[config.mk]
export PLATFORM = sky130hd
export DESIGN_NAME = multicycle_ctrl
export DESIGN_NICKNAME = d
export VERILOG_FILES = /design/src/rtl/multicycle_ctrl.sv
export SDC_FILE = /design/constraint.sdc
export NUM_CORES = 1
export LEC_CHECK = 0
export ABC_CLOCK_PERIOD_IN_PS = 2500
export CORE_MARGIN = 5
export CORE_UTILIZATION = 41
export CTS_CLUSTER_DIAMETER = 50
export DETAILED_ROUTE_END_ITERATION = 10
export PLACE_DENSITY = 0.84
export SETUP_SLACK_MARGIN = 0.4
export SLEW_MARGIN = 40
export SYNTH_ARGS = -nofsm -noshare
export SYNTH_HDL_FRONTEND = slang
export SYNTH_SLANG_ARGS = --single-unit
[constraint.sdc]
create_clock -name clk -period 2.5 [get_ports clk]
set_input_delay 0.375 -clock clk [delete_from_list [all_inputs] [get_ports clk]]
set_output_delay 0.375 -clock clk [all_outputs]
set_load 0.1 [all_outputs]
[src/rtl/multicycle_ctrl.sv]
// multicycle_ctrl: Moore control FSM for the multicycle MIPS datapath.
// Each instruction goes through fetch, decode and execute, plus memory and
// writeback where the instruction needs them. The FSM drives every datapath
// mux select and write enable. Overflow on add, sub or addi traps to the
// exception vector.
module multicycle_ctrl #(
    parameter int MEM_WAIT = 2
) (
    input  logic       clk,
    input  logic       reset,
    input  logic [5:0] opcode,
    input  logic [5:0] funct,
    input  logic       zero,
    input  logic       overflow,
    output logic       pc_write,
    output logic       pc_write_cond,
    output logic [1:0] pc_source,
    output logic       i_or_d,
    output logic       mem_wr,
    output logic       ir_write,
    output logic       mdr_write,
    output logic       a_write,
    output logic       b_write,
    output logic       alu_out_write,
    output logic       mux_a_control,
    output logic [1:0] mux_b_control,
    output logic [2:0] alu_op,
    output logic       reg_write,
    output logic       reg_dst,
    output logic       mem_to_reg,
    output logic       epc_write,
    output logic       illegal,
    output logic [3:0] state_out
);

    localparam int CW = (MEM_WAIT > 1) ? $clog2(MEM_WAIT) : 1;

    typedef enum logic [3:0] {
        S_RESET  = 4'd0,
        S_FETCH  = 4'd1,
        S_DECODE = 4'd2,
        S_EXEC_R = 4'd3,
        S_R_WB   = 4'd4,
        S_EXEC_I = 4'd5,
        S_I_WB   = 4'd6,
        S_ADDR   = 4'd7,
        S_MEM_RD = 4'd8,
        S_MEM_WB = 4'd9,
        S_MEM_WR = 4'd10,
        S_BRANCH = 4'd11,
        S_JUMP   = 4'd12,
        S_OVF    = 4'd13
    } state_t;

    localparam logic [2:0] ALU_ADD = 3'b001;
    localparam logic [2:0] ALU_SUB = 3'b010;
    localparam logic [2:0] ALU_AND = 3'b011;

    localparam logic [5:0] OP_RTYPE = 6'h00;
    localparam logic [5:0] OP_ADDI  = 6'h08;
    localparam logic [5:0] OP_LW    = 6'h23;
    localparam logic [5:0] OP_SW    = 6'h2B;
    localparam logic [5:0] OP_BEQ   = 6'h04;
    localparam logic [5:0] OP_J     = 6'h02;

    localparam logic [5:0] FN_ADD = 6'h20;
    localparam logic [5:0] FN_SUB = 6'h22;
    localparam logic [5:0] FN_AND = 6'h24;

    state_t        state, state_next;
    logic [CW-1:0] cnt, cnt_next;
    logic          wait_last;
    logic          fn_addsub;

    // The branch decision (zero) is taken in the datapath through pc_write_cond.
    logic unused_zero;
    assign unused_zero = zero;

    assign wait_last = (cnt == CW'(MEM_WAIT - 1));
    assign fn_addsub = (funct == FN_ADD) || (funct == FN_SUB);

    // State register and memory-wait counter with synchronous reset.
    always_ff @(posedge clk) begin
        // NOTE: sequential state uses non-blocking assignments only, so every
        // flop samples the values from before the edge.
        if (reset) begin
            state <= S_RESET;
            cnt   <= '0;
        end else begin
            state <= state_next;
            cnt   <= cnt_next;
        end
    end

    // Next-state logic and Moore decode of the datapath controls.
    always_comb begin
        // NOTE: every output gets a default before the case statement, so no
        // path through this block can leave a latch behind.
        state_next    = state;
        cnt_next      = '0;
        pc_write      = 1'b0;
        pc_write_cond = 1'b0;
        pc_source     = 2'b00;
        i_or_d        = 1'b0;
        mem_wr        = 1'b0;
        ir_write      = 1'b0;
        mdr_write     = 1'b0;
        a_write       = 1'b0;
        b_write       = 1'b0;
        alu_out_write = 1'b0;
        mux_a_control = 1'b0;
        mux_b_control = 2'b00;
        alu_op        = 3'b000;
        reg_write     = 1'b0;
        reg_dst       = 1'b0;
        mem_to_reg    = 1'b0;
        epc_write     = 1'b0;
        illegal       = 1'b0;
        state_out     = state;

        case (state)
            S_RESET: state_next = S_FETCH;
            S_FETCH: begin
                mux_b_control = 2'b01;
                alu_op        = ALU_ADD;
                if (wait_last) begin
                    ir_write   = 1'b1;
                    pc_write   = 1'b1;
                    state_next = S_DECODE;
                end else begin
                    cnt_next = cnt + CW'(1);
                end
            end
            S_DECODE: begin
                a_write       = 1'b1;
                b_write       = 1'b1;
                mux_b_control = 2'b11;
                alu_op        = ALU_ADD;
                alu_out_write = 1'b1;
                case (opcode)
                    OP_RTYPE: begin
                        if (fn_addsub || funct == FN_AND) begin
                            state_next = S_EXEC_R;
                        end else begin
                            illegal    = 1'b1;
                            state_next = S_FETCH;
                        end
                    end
                    OP_ADDI:      state_next = S_EXEC_I;
                    OP_LW, OP_SW: state_next = S_ADDR;
                    OP_BEQ:       state_next = S_BRANCH;
                    OP_J:         state_next = S_JUMP;
                    default: begin
                        illegal    = 1'b1;
                        state_next = S_FETCH;
                    end
                endcase
            end
            S_EXEC_R: begin
                mux_a_control = 1'b1;
                alu_out_write = 1'b1;
                case (funct)
                    FN_SUB:  alu_op = ALU_SUB;
                    FN_AND:  alu_op = ALU_AND;
                    default: alu_op = ALU_ADD;
                endcase
                state_next = (overflow && fn_addsub) ? S_OVF : S_R_WB;
            end
            S_R_WB: begin
                reg_write  = 1'b1;
                reg_dst    = 1'b1;
                state_next = S_FETCH;
            end
            S_EXEC_I: begin
                mux_a_control = 1'b1;
                mux_b_control = 2'b10;
                alu_op        = ALU_ADD;
                alu_out_write = 1'b1;
                state_next    = overflow ? S_OVF : S_I_WB;
            end
            S_I_WB: begin
                reg_write  = 1'b1;
                state_next = S_FETCH;
            end
            S_ADDR: begin
                mux_a_control = 1'b1;
                mux_b_control = 2'b10;
                alu_op        = ALU_ADD;
                alu_out_write = 1'b1;
                state_next    = (opcode == OP_LW) ? S_MEM_RD : S_MEM_WR;
            end
            S_MEM_RD: begin
                i_or_d = 1'b1;
                if (wait_last) begin
                    mdr_write  = 1'b1;
                    state_next = S_MEM_WB;
                end else begin
                    cnt_next = cnt + CW'(1);
                end
            end
            S_MEM_WB: begin
                reg_write  = 1'b1;
                mem_to_reg = 1'b1;
                state_next = S_FETCH;
            end
            S_MEM_WR: begin
                i_or_d     = 1'b1;
                mem_wr     = 1'b1;
                state_next = S_FETCH;
            end
            S_BRANCH: begin
                mux_a_control = 1'b1;
                alu_op        = ALU_SUB;
                pc_write_cond = 1'b1;
                pc_source     = 2'b01;
                state_next    = S_FETCH;
            end
            S_JUMP: begin
                pc_write   = 1'b1;
                pc_source  = 2'b10;
                state_next = S_FETCH;
            end
            S_OVF: begin
                epc_write  = 1'b1;
                pc_write   = 1'b1;
                pc_source  = 2'b11;
                state_next = S_FETCH;
            end
            default: state_next = S_RESET;
        endcase

        // While reset is high, hold every output low. This also stops a
        // pending write in the cycle that reset aborts.
        if (reset) begin
            pc_write      = 1'b0;
            pc_write_cond = 1'b0;
            pc_source     = 2'b00;
            i_or_d        = 1'b0;
            mem_wr        = 1'b0;
            ir_write      = 1'b0;
            mdr_write     = 1'b0;
            a_write       = 1'b0;
            b_write       = 1'b0;
            alu_out_write = 1'b0;
            mux_a_control = 1'b0;
            mux_b_control = 2'b00;
            alu_op        = 3'b000;
            reg_write     = 1'b0;
            reg_dst       = 1'b0;
            mem_to_reg    = 1'b0;
            epc_write     = 1'b0;
            illegal       = 1'b0;
            state_out     = 4'd0;
        end
    end

endmodule

==> metrics.yaml, run 1 <==
status: "complete, no violations"
slew_violations: 0
crit_type: "in2out"
hold_viol: 0
final_core_util_pct: 96.5
fin_crit_sh_pct: 86.5
vdd_drop_max_mv: 0.374
die_w_um: 52.5
ys.flop_type: "dfxtp_1"
drtPass1Iterations: 5
leakage_nw: 0.651
fp.coreArea_mm2: 0.00173
post_synth.cell_area_avg_um2: 6.86
fin_crit_ns: 2.16
io_buffer_count: 39
clk_pin_slew_ns: 0.06
rsz0062_at_grt: "true"
die_y_um: 52.5
finalSetupTns_ns: 0
synthArstFlopShare_pct: 0
drtAntennaViolNets: 0
synth_common_cells: "nand2_1 (11), nor2_1 (10), nor3_1 (9)"
yosys_warnings: 0
grtUsageTotal_pct: 25.5
overflow: 0
clock_latency_ns: 0.25
worstPathCellList: "clkdlybuf4s15_1 -> or4_4 -> o31ai_4 -> buf_6 -> nor2_4 -> buf_12"
cp-end-kind: "output pin"
io_pins: 42
synth_area_leaders: "dfxtp_1 (14%), nand2b_1 (6.8%), nor3_1 (6.1%)"
synth_top_area_share_pct: 13.5
crit_fanout: 2
dp_hpwl_um: 2340
cts_buffer_depth: 2
arrival_ns: 1.79
hold_path.class: "in2reg"
grt_pass1_vias: 1069
grt_pass1_wl_um: 5310
synth_cells: 108
setup_viol: 0
grt_max_degree: 16
fp-row-count: 15
vias: 1191
htreeDepth: 1
tritoncts: "built"
fin_nets: 173
max_freq_mhz: 462
synth_edf_count: 0
crit_path_start_kind: "input port"
critical_path.max_stage_delay_ns: 0.56
ys_ff_latch: 5
synth_area_um2: 741
die_area_mm2: 0.00276
seq_area_frac_synth_pct: 13.5
cp.required_ns: 2.12
numClockSinks: 5
synth_most_common_cell: "nand2_1"
drc: 0
skew_ns: 0.0128
syn_to_final_growth_pct: 125
drt_wl_total_um: 4690
synth_area_leader_cell: "dfxtp_1"
antenna_found_initial: 1
drv_cap: 0
synth_fp_nets: 124
powerDensity_mw_per_mm2: 345
start_util_pct: 42.9
initialDrtViolationCount: 119
cp_slowest_cell: "or4_4"
layout-drive-gt1-share_pct: 53.8
cts_buffers: 3
wire_per_inst_um: 25.7
synth.distinct_cells: 37
place_congestion: 0.800
avgViaCountPerCell: 6.54
cts-root-buf: "clkbuf_4"
==> critical path, delay by kind of cell <==
kind                   cells  cell delay (ns)
AO/OA/AOI/OAI              1             0.28
buffers and inverters      3             0.53
AND/OR/NAND/NOR            2             0.59
==> layer usage <==
layer	global-route usage, %	vias up	wire (µm)
li1	-	477	-
met5	0	-	0
met4	7.66	0	421
met1	30.7	544	1550
met3	3.13	40	472
met2	46.3	130	2240
==> final timing paths <==
path	end	slack (ns)	start	depth (start not counted)
hold reg to reg	cnt	0.66	cnt	2
setup / recovery	illegal	0.34	opcode[4]	6
hold / removal	cnt	0.65	reset	3
setup reg to reg	state[0]	0.88	state[0]	3
==> cells in the final DEF, fill, tap and decap left out, types with 4 or more instances in the layout <==
cell type	netlist	layout
buf_4	2	12
a21oi_2	1	4
nand2b_1	8	6
nand2_1	11	9
nor3_4	0	7
or2_4	0	4
nor2b_1	7	5
nor2_1	10	5
buf_12	0	25
dlygate4sd2_1	0	6
==> final cells by class <==
type                            instances  area, µm²
Sequential cell                         5        106
Clock buffer                            4       26.3
Timing Repair Buffer                   52        737
Antenna cell                            1       2.50
Tap cell                               25       31.3
Fill cell                              35       60.1
Multi-Input combinational cell         92        748
Inverter                                3       15.0
==> flip-flops by register name, summed over array words and instances, names as in the netlist <==
| register | flops |
|---|---|
| cnt | 1 |
| state | 4 |
==> what timing repair did <==
| item | in CTS | in global routing |
|---|---|---|
| hold endpoints to repair | 0 | 0 |
| gates resized for setup | 16 | 16 |
| hold buffers | 0 | 0 |
| setup endpoints to repair | 14 | 9 |
| pin swaps | 7 | 3 |
| buffers inserted | 4 | 1 |
==> kinds of logic after synthesis <==
family | synth area share (%)
xor gates and xnor gates | 4.73
DFF | 13.5
other | 0.506
buffers and inverters | 13.2
AOI/OAI and AO/OA | 18.8
and+or+nand+nor | 49.3
==> stage by stage <==
step / power (mW) / instances / setup slack [ns] / hold WS [ns] / area, µm²
after global placement: 0.433 / 172 / 0.170 / 0.567 / 1550
after detailed placement: 0.443 / 172 / 0.174 / 0.596 / 1550
after floorplan: 0.335 / 108 / 0.0260 / 0.549 / 907
after global routing: 0.595 / 182 / 0.311 / 0.682 / 1670
final: 0.575 / 182 / 0.337 / 0.652 / 1670
after CTS: 0.539 / 180 / 0.420 / 0.628 / 1620
==> power by group <==
part,switching [mW],total (mW),internal [mW]
clock network,0.0409,0.102,0.0608
registers,0.0225,0.109,0.0869
logic,0.235,0.364,0.129
total,0.299,0.575,0.276
Power figures use the tool's default switching activity.
==> run 2, diff against run 1 <==
--- a/config.mk
+++ b/config.mk
@@ -10,6 +10,7 @@
 export CORE_UTILIZATION = 41
 export CTS_CLUSTER_DIAMETER = 50
 export DETAILED_ROUTE_END_ITERATION = 10
+export GPL_TIMING_DRIVEN = 0
 export PLACE_DENSITY = 0.84
 export SETUP_SLACK_MARGIN = 0.4
 export SLEW_MARGIN = 40
==> run 2 against run 1 <==
Power is 10% lower. Sequential power is 9.7% lower. Sequential share of layout area is 0.56 points higher. Highest routed layer unchanged. Clock skew is 0.011 ns lower. Maximum frequency grew 0.24%. Setup slack improved by 0.0052 ns. Utilization is 13 points lower. Non-clock buffer count did not move. Critical endpoint unchanged.
==> metrics.yaml, run 2 (synthesized netlist as in run 1, its figures left out) <==
stdcell_count: 181
fin_nets: 173
crit_type: "in2out"
vdd_drop_max_mv: 0.389
largest_reg_flops: 4
cts-root-buf: "clkbuf_4"
cp-end-kind: "output pin"
grt_pass1_wl_um: 4170
avgViaCountPerCell: 5.48
setup_viol: 0
slew_violations: 0
final_cell_mix: "buf_4 (15), nand2_1 (10), clkbuf_4 (9), nor3_4 (7)"
max_freq_mhz: 463
reg2reg_depth: 4
cp.required_ns: 2.12
cts_buffers: 3
numClockSinks: 5
min-delay-start: "opcode[4]"
vias: 992
hold_viol: 0
skew_ns: 0.00155
grt_pass1_vias: 938
rsz0062_at_grt: "true"
drc: 0
crit_start: "opcode[0]"
drtPass1Iterations: 4
wire_per_inst_um: 14.8
die_w_um: 52.5
dp_hpwl_um: 1900
htreeDepth: 1
dp_cells: 171
largest_registers: "state (4), cnt (1)"
drt_wl_total_um: 2680
layout_commonest_cell: "buf_4"
syn_to_final_growth_pct: 94.8
clk_pin_slew_ns: 0.04
powerDensity_mw_per_mm2: 359
whs_path_depth: 4
crit_fanout: 6
status: "complete, no violations"
reg2reg_to: "state[0]"
fp-row-count: 15
hold_path.class: "in2reg"
fp.coreArea_mm2: 0.00173
die_area_mm2: 0.00276
io_buffer_count: 38
finalSetupTns_ns: 0
cp_slowest_cell: "or4_4"
critical_path.max_stage_delay_ns: 0.57
initialDrtViolationCount: 23
clock_latency_ns: 0.23
leakage_nw: 0.612
tritoncts: "built"
worstPathCellList: "dlygate4sd2_1 -> or4_4 -> o31ai_4 -> nor2_4 -> buf_12"
layout-drive-gt1-share_pct: 50.6
crit_path_start_kind: "input port"
die_y_um: 52.5
fin_crit_sh_pct: 86.3
drtAntennaViolNets: 0
io_pins: 42
holdPathEnd: "state[2]"
n_antenna_cell: 0
regMostFlops: "state"
fin_crit_ns: 2.16
grtUsageTotal_pct: 19.8
arrival_ns: 1.78
drv_cap: 0
rrSetupSlack_ns: 1.15
place_congestion: 0.800
finalPower_uw: 518
start_util_pct: 42.9
antenna_found_initial: 0
overflow: 0
grt_max_degree: 11
cts_buffer_depth: 2
timing.rr.start: "state[2]"
run 2: cell types whose count changed in the layout (fill, tap and decap cells not counted), moves of 3 or more:
cell | previous run | this run
buf_2 | 0 | 6
buf_12 | 25 | 4
buf_4 | 12 | 15
dfxtp_1 | 2 | 5
clkbuf_4 | 3 | 9
clkbuf_8 | 0 | 3
buf_6 | 1 | 4
run 2: timing repair:
action	in CTS	in global routing
gates resized for setup	43	20
hold buffers	0	0
pin swaps	5	4
setup endpoints to repair	16	16
setup buffers	5	1
endpoints found under the hold margin	0	0
run 2: how the worst max path moves through the flow:
stage,endpoint,depth (start not counted)
3_3_place_gp,illegal,5
2_1_floorplan,state_out[1],2
6_report,illegal,5
4_1_cts,illegal,5
3_5_place_dp,illegal,5
5_1_grt,illegal,5
run 2: final cells by class:
cell class | count | area, µm²
sequential | 5 | 100
timing repair buffer | 44 | 413
multi-input combinational | 92 | 753
clock buffer | 4 | 26.3
buffer | 8 | 104
tap | 25 | 31.3
fill | 116 | 284
inverter | 3 | 15.0
run 2: per-stage QoR:
stage | instance area [µm²] | hold slack [ns] | util [%] | setup slack (ns)
after floorplan | 907 | 0.549 | - | 0.0260
after global placement | 1320 | 0.583 | 76.4 | -0.804
after detailed placement | 1190 | 0.583 | 69.1 | -0.166
after CTS | 1380 | 0.586 | 80.0 | 0.295
after global routing | 1440 | 0.597 | 83.6 | 0.312
final | 1440 | 0.570 | 83.6 | 0.342
run 2: worst max-delay path: cells and delay by family:
| kind | cells | cell delay (ns) |
|---|---|---|
| buffers and inverters | 2 | 0.46 |
| AND/OR/NAND/NOR | 2 | 0.63 |
| AO/OA/AOI/OAI | 1 | 0.32 |
run 2: per-layer routing:
layer  global-route usage (%)  routed length, µm
met1                     23.8               1130
met2                     35.1               1360
met3                     3.70                168
met4                     5.96                 24
met5                        0                  0
run 2: power by group:
group / internal, mW / total, mW / switching, mW
clock: 0.0600 / 0.0885 / 0.0285
combinational: 0.115 / 0.331 / 0.216
sequential: 0.0871 / 0.0984 / 0.0114
total: 0.262 / 0.518 / 0.256
==> run 3, diff against run 2 <==
--- a/config.mk
+++ b/config.mk
@@ -5,13 +5,13 @@
 export SDC_FILE = /design/constraint.sdc
 export NUM_CORES = 1
 export LEC_CHECK = 0
-export ABC_CLOCK_PERIOD_IN_PS = 2500
+export ABC_CLOCK_PERIOD_IN_PS = 2000
 export CORE_MARGIN = 5
-export CORE_UTILIZATION = 41
+export CORE_UTILIZATION = 38
 export CTS_CLUSTER_DIAMETER = 50
 export DETAILED_ROUTE_END_ITERATION = 10
 export GPL_TIMING_DRIVEN = 0
-export PLACE_DENSITY = 0.84
+export PLACE_DENSITY = 0.79
 export SETUP_SLACK_MARGIN = 0.4
 export SLEW_MARGIN = 40
 export SYNTH_ARGS = -nofsm -noshare
==> constraint.sdc (replaced) <==
create_clock -name clk -period 2 [get_ports clk]
set_input_delay 0.3 -clock clk [delete_from_list [all_inputs] [get_ports clk]]
set_output_delay 0.3 -clock clk [all_outputs]
set_load 0.1 [all_outputs]
==> run 3 against run 2 <==
The run now fails in clock tree synthesis (4_1_cts). Synthesized cell count unchanged. Synthesized area unchanged.
==> metrics.yaml, run 3 <==
status: "stopped before the end"
stop_stage: "clock tree synthesis (4_1_cts)"
stop_error: "[ERROR DPL-0033] detailed placement checks failed during check placement."
die_w_um: 54.2
yosys_warnings: 0
synth_common_cells: "nand2_1 (11), nor2_1 (10), nor3_1 (9)"
seq_area_frac_synth_pct: 13.5
synth_fp_nets: 124
io_pins: 42
synth_most_common_cell: "nand2_1"
fp-row-count: 16
place_congestion: 0.790
synth_area_um2: 741
start_util_pct: 38.9
cts_buffers: 3
ctsResizeCount: 129
synth_edf_count: 0
holdBufCountCts: 0
synth.distinct_cells: 37
ys.flop_type: "dfxtp_1"
synthArstFlopShare_pct: 0
dpl-instance-area_mm2: 0.00128
dp_cells: 173
synth_area_leader_cell: "dfxtp_1"
ys_ff_latch: 5
dp_hpwl_um: 1890
die_y_um: 54.2
synth_cells: 108
synth_area_leaders: "dfxtp_1 (14%), nand2b_1 (6.8%), nor3_1 (6.1%)"
cts-root-buf: "clkbuf_4"
numClockSinks: 5
io_buffer_count: 38
htreeDepth: 1
cts_buffer_depth: 2
synth_top_area_share_pct: 13.5
post_synth.cell_area_avg_um2: 6.86
post_cts_buffers: 25
-- run 3: cell counts after synthesis --
Identical to the previous run, type by type.
-- run 3: cell families after synthesis --
family	synth area share [%]
AOI/OAI and AO/OA	18.8
and+or+nand+nor	49.3
xor gates and xnor gates	4.73
other	0.506
buffers and inverters	13.2
DFF	13.5
-- run 3: per-stage QoR --
| stage | worst slack (ns) | util, % |
|---|---|---|
| global placement | -1.14 | 74.1 |
| detailed placement | -0.478 | 67.6 |
| floorplan | -0.385 | - |
==> run 4, diff against run 3 <==
--- a/config.mk
+++ b/config.mk
@@ -6,13 +6,11 @@
 export NUM_CORES = 1
 export LEC_CHECK = 0
 export ABC_CLOCK_PERIOD_IN_PS = 2000
-export CORE_MARGIN = 5
-export CORE_UTILIZATION = 38
-export CTS_CLUSTER_DIAMETER = 50
+export CORE_AREA = 5 5 66 68
 export DETAILED_ROUTE_END_ITERATION = 10
+export DIE_AREA = 0 0 71 73
 export GPL_TIMING_DRIVEN = 0
-export PLACE_DENSITY = 0.79
-export SETUP_SLACK_MARGIN = 0.4
+export PLACE_DENSITY_LB_ADDON = 0.15
 export SLEW_MARGIN = 40
 export SYNTH_ARGS = -nofsm -noshare
 export SYNTH_HDL_FRONTEND = slang
==> run 4 against run 3 <==
The flow now finishes without violations.
==> metrics.yaml, run 4 (synthesized netlist as in run 1, its figures left out) <==
clk_pin_slew_ns: 0.03
crit_type: "in2out"
slew_violations: 0
hold_viol: 0
setup_viol: 0
n_antenna_cell: 0
final_cell_mix: "nand2_1 (11), buf_4 (9), buf_2 (9), nor2b_1 (7), nor2_1 (7)"
avgViaCountPerCell: 4.57
htreeDepth: 1
io_buffer_count: 38
wire_per_inst_um: 13.1
cts_buffers: 3
fin_crit_ns: 1.94
largest_registers: "state (4), cnt (1)"
clock_latency_ns: 0.22
drc: 0
grtUsageTotal_pct: 10.4
drt_wl_total_um: 2640
die_area_mm2: 0.00518
die_y_um: 73
fin_crit_sh_pct: 96.9
grt_pass1_wl_um: 4380
antenna_found_initial: 0
layout_commonest_cell: "nand2_1"
drv_cap: 0
leakage_nw: 0.599
max_freq_mhz: 516
grt_pass1_vias: 932
dp_hpwl_um: 2070
tritoncts: "built"
holdBufCountCts: 0
cp.required_ns: 1.70
syn_to_final_growth_pct: 91.9
finalSetupTns_ns: 0
rsz0062_at_grt: "false"
initialDrtViolationCount: 49
skew_ns: 0.00104
die_w_um: 71
grt_max_degree: 11
fp.coreArea_mm2: 0.00380
cp-end-kind: "output pin"
place_congestion: 0.775
start_util_pct: 19.5
vias: 924
cts-root-buf: "clkbuf_8"
rrSetupSlack_ns: 0.61
io_pins: 42
largest_reg_flops: 4
fp-row-count: 23
layout-drive-gt1-share_pct: 48.7
regMostFlops: "state"
finalPower_uw: 704
crit_path_start_kind: "input port"
fin_nets: 169
status: "complete, no violations"
drtPass1Iterations: 4
overflow: 0
arrival_ns: 1.64
crit_fanout: 6
numClockSinks: 5
powerDensity_mw_per_mm2: 495
vdd_drop_max_mv: 0.155
drtAntennaViolNets: 0
cts_buffer_depth: 2
hold_path.class: "in2reg"
run 4: area by class of cell:
| type | instances | area, µm² |
|---|---|---|
| sequential | 5 | 101 |
| tap | 50 | 62.6 |
| multi-input combinational | 92 | 712 |
| inverter | 3 | 15.0 |
| buffer | 8 | 116 |
| timing repair buffer | 40 | 369 |
| fill | 407 | 2380 |
| clock buffer | 4 | 45.0 |
run 4: path summary, 6_finish.rpt:
kind / depth (start not counted) / startpoint / to
hold / removal: 3 / opcode[1] / state[1]
hold reg to reg: 2 / cnt / cnt
setup / recovery: 5 / opcode[0] / illegal
setup reg to reg: 4 / state[1] / state[0]
run 4: worst max-delay path: stages:
cell	delay, ns
clkdlybuf4s15_2	0.22
or4_4	0.57
o31ai_4	0.32
nor2_4	0.06
buf_12	0.16
run 4: stage by stage:
stage	area [µm²]	setup WS [ns]	utilization, %	instances	hold slack, ns
2_1_floorplan	878	-0.493	-	108	0.476
4_1_cts	1400	0.00334	36.8	202	0.569
3_3_place_gp	1320	-1.20	34.8	196	0.608
5_1_grt	1420	0.00388	37.4	202	0.556
3_5_place_dp	1200	-0.516	31.5	196	0.610
6_report	1420	0.0629	37.4	202	0.551
run 4: timing repair:
item / 4_1_cts / 5_1_grt
pin swaps: 4 / 5
resized for setup: 51 / 12
buffers inserted: 2 / 0
cloned: 0 / 0
setup endpoints to repair: 18 / 9
run 4: metal layers:
| layer | GRT usage, % | up-vias | wire [µm] |
|---|---|---|---|
| met4 | 1.88 | 0 | 0 |
| met2 | 18.7 | 29 | 1300 |
| met3 | 3.17 | 0 | 161 |
| li1 | - | 469 | - |
| met1 | 12.2 | 426 | 1180 |
| met5 | 0 | - | 0 |
run 4: report_power, final:
group,leakage [nW],internal (mW),switching [mW]
clock,0.0228,0.137,0.0480
sequential,0.0411,0.110,0.0128
combinational,0.535,0.134,0.263
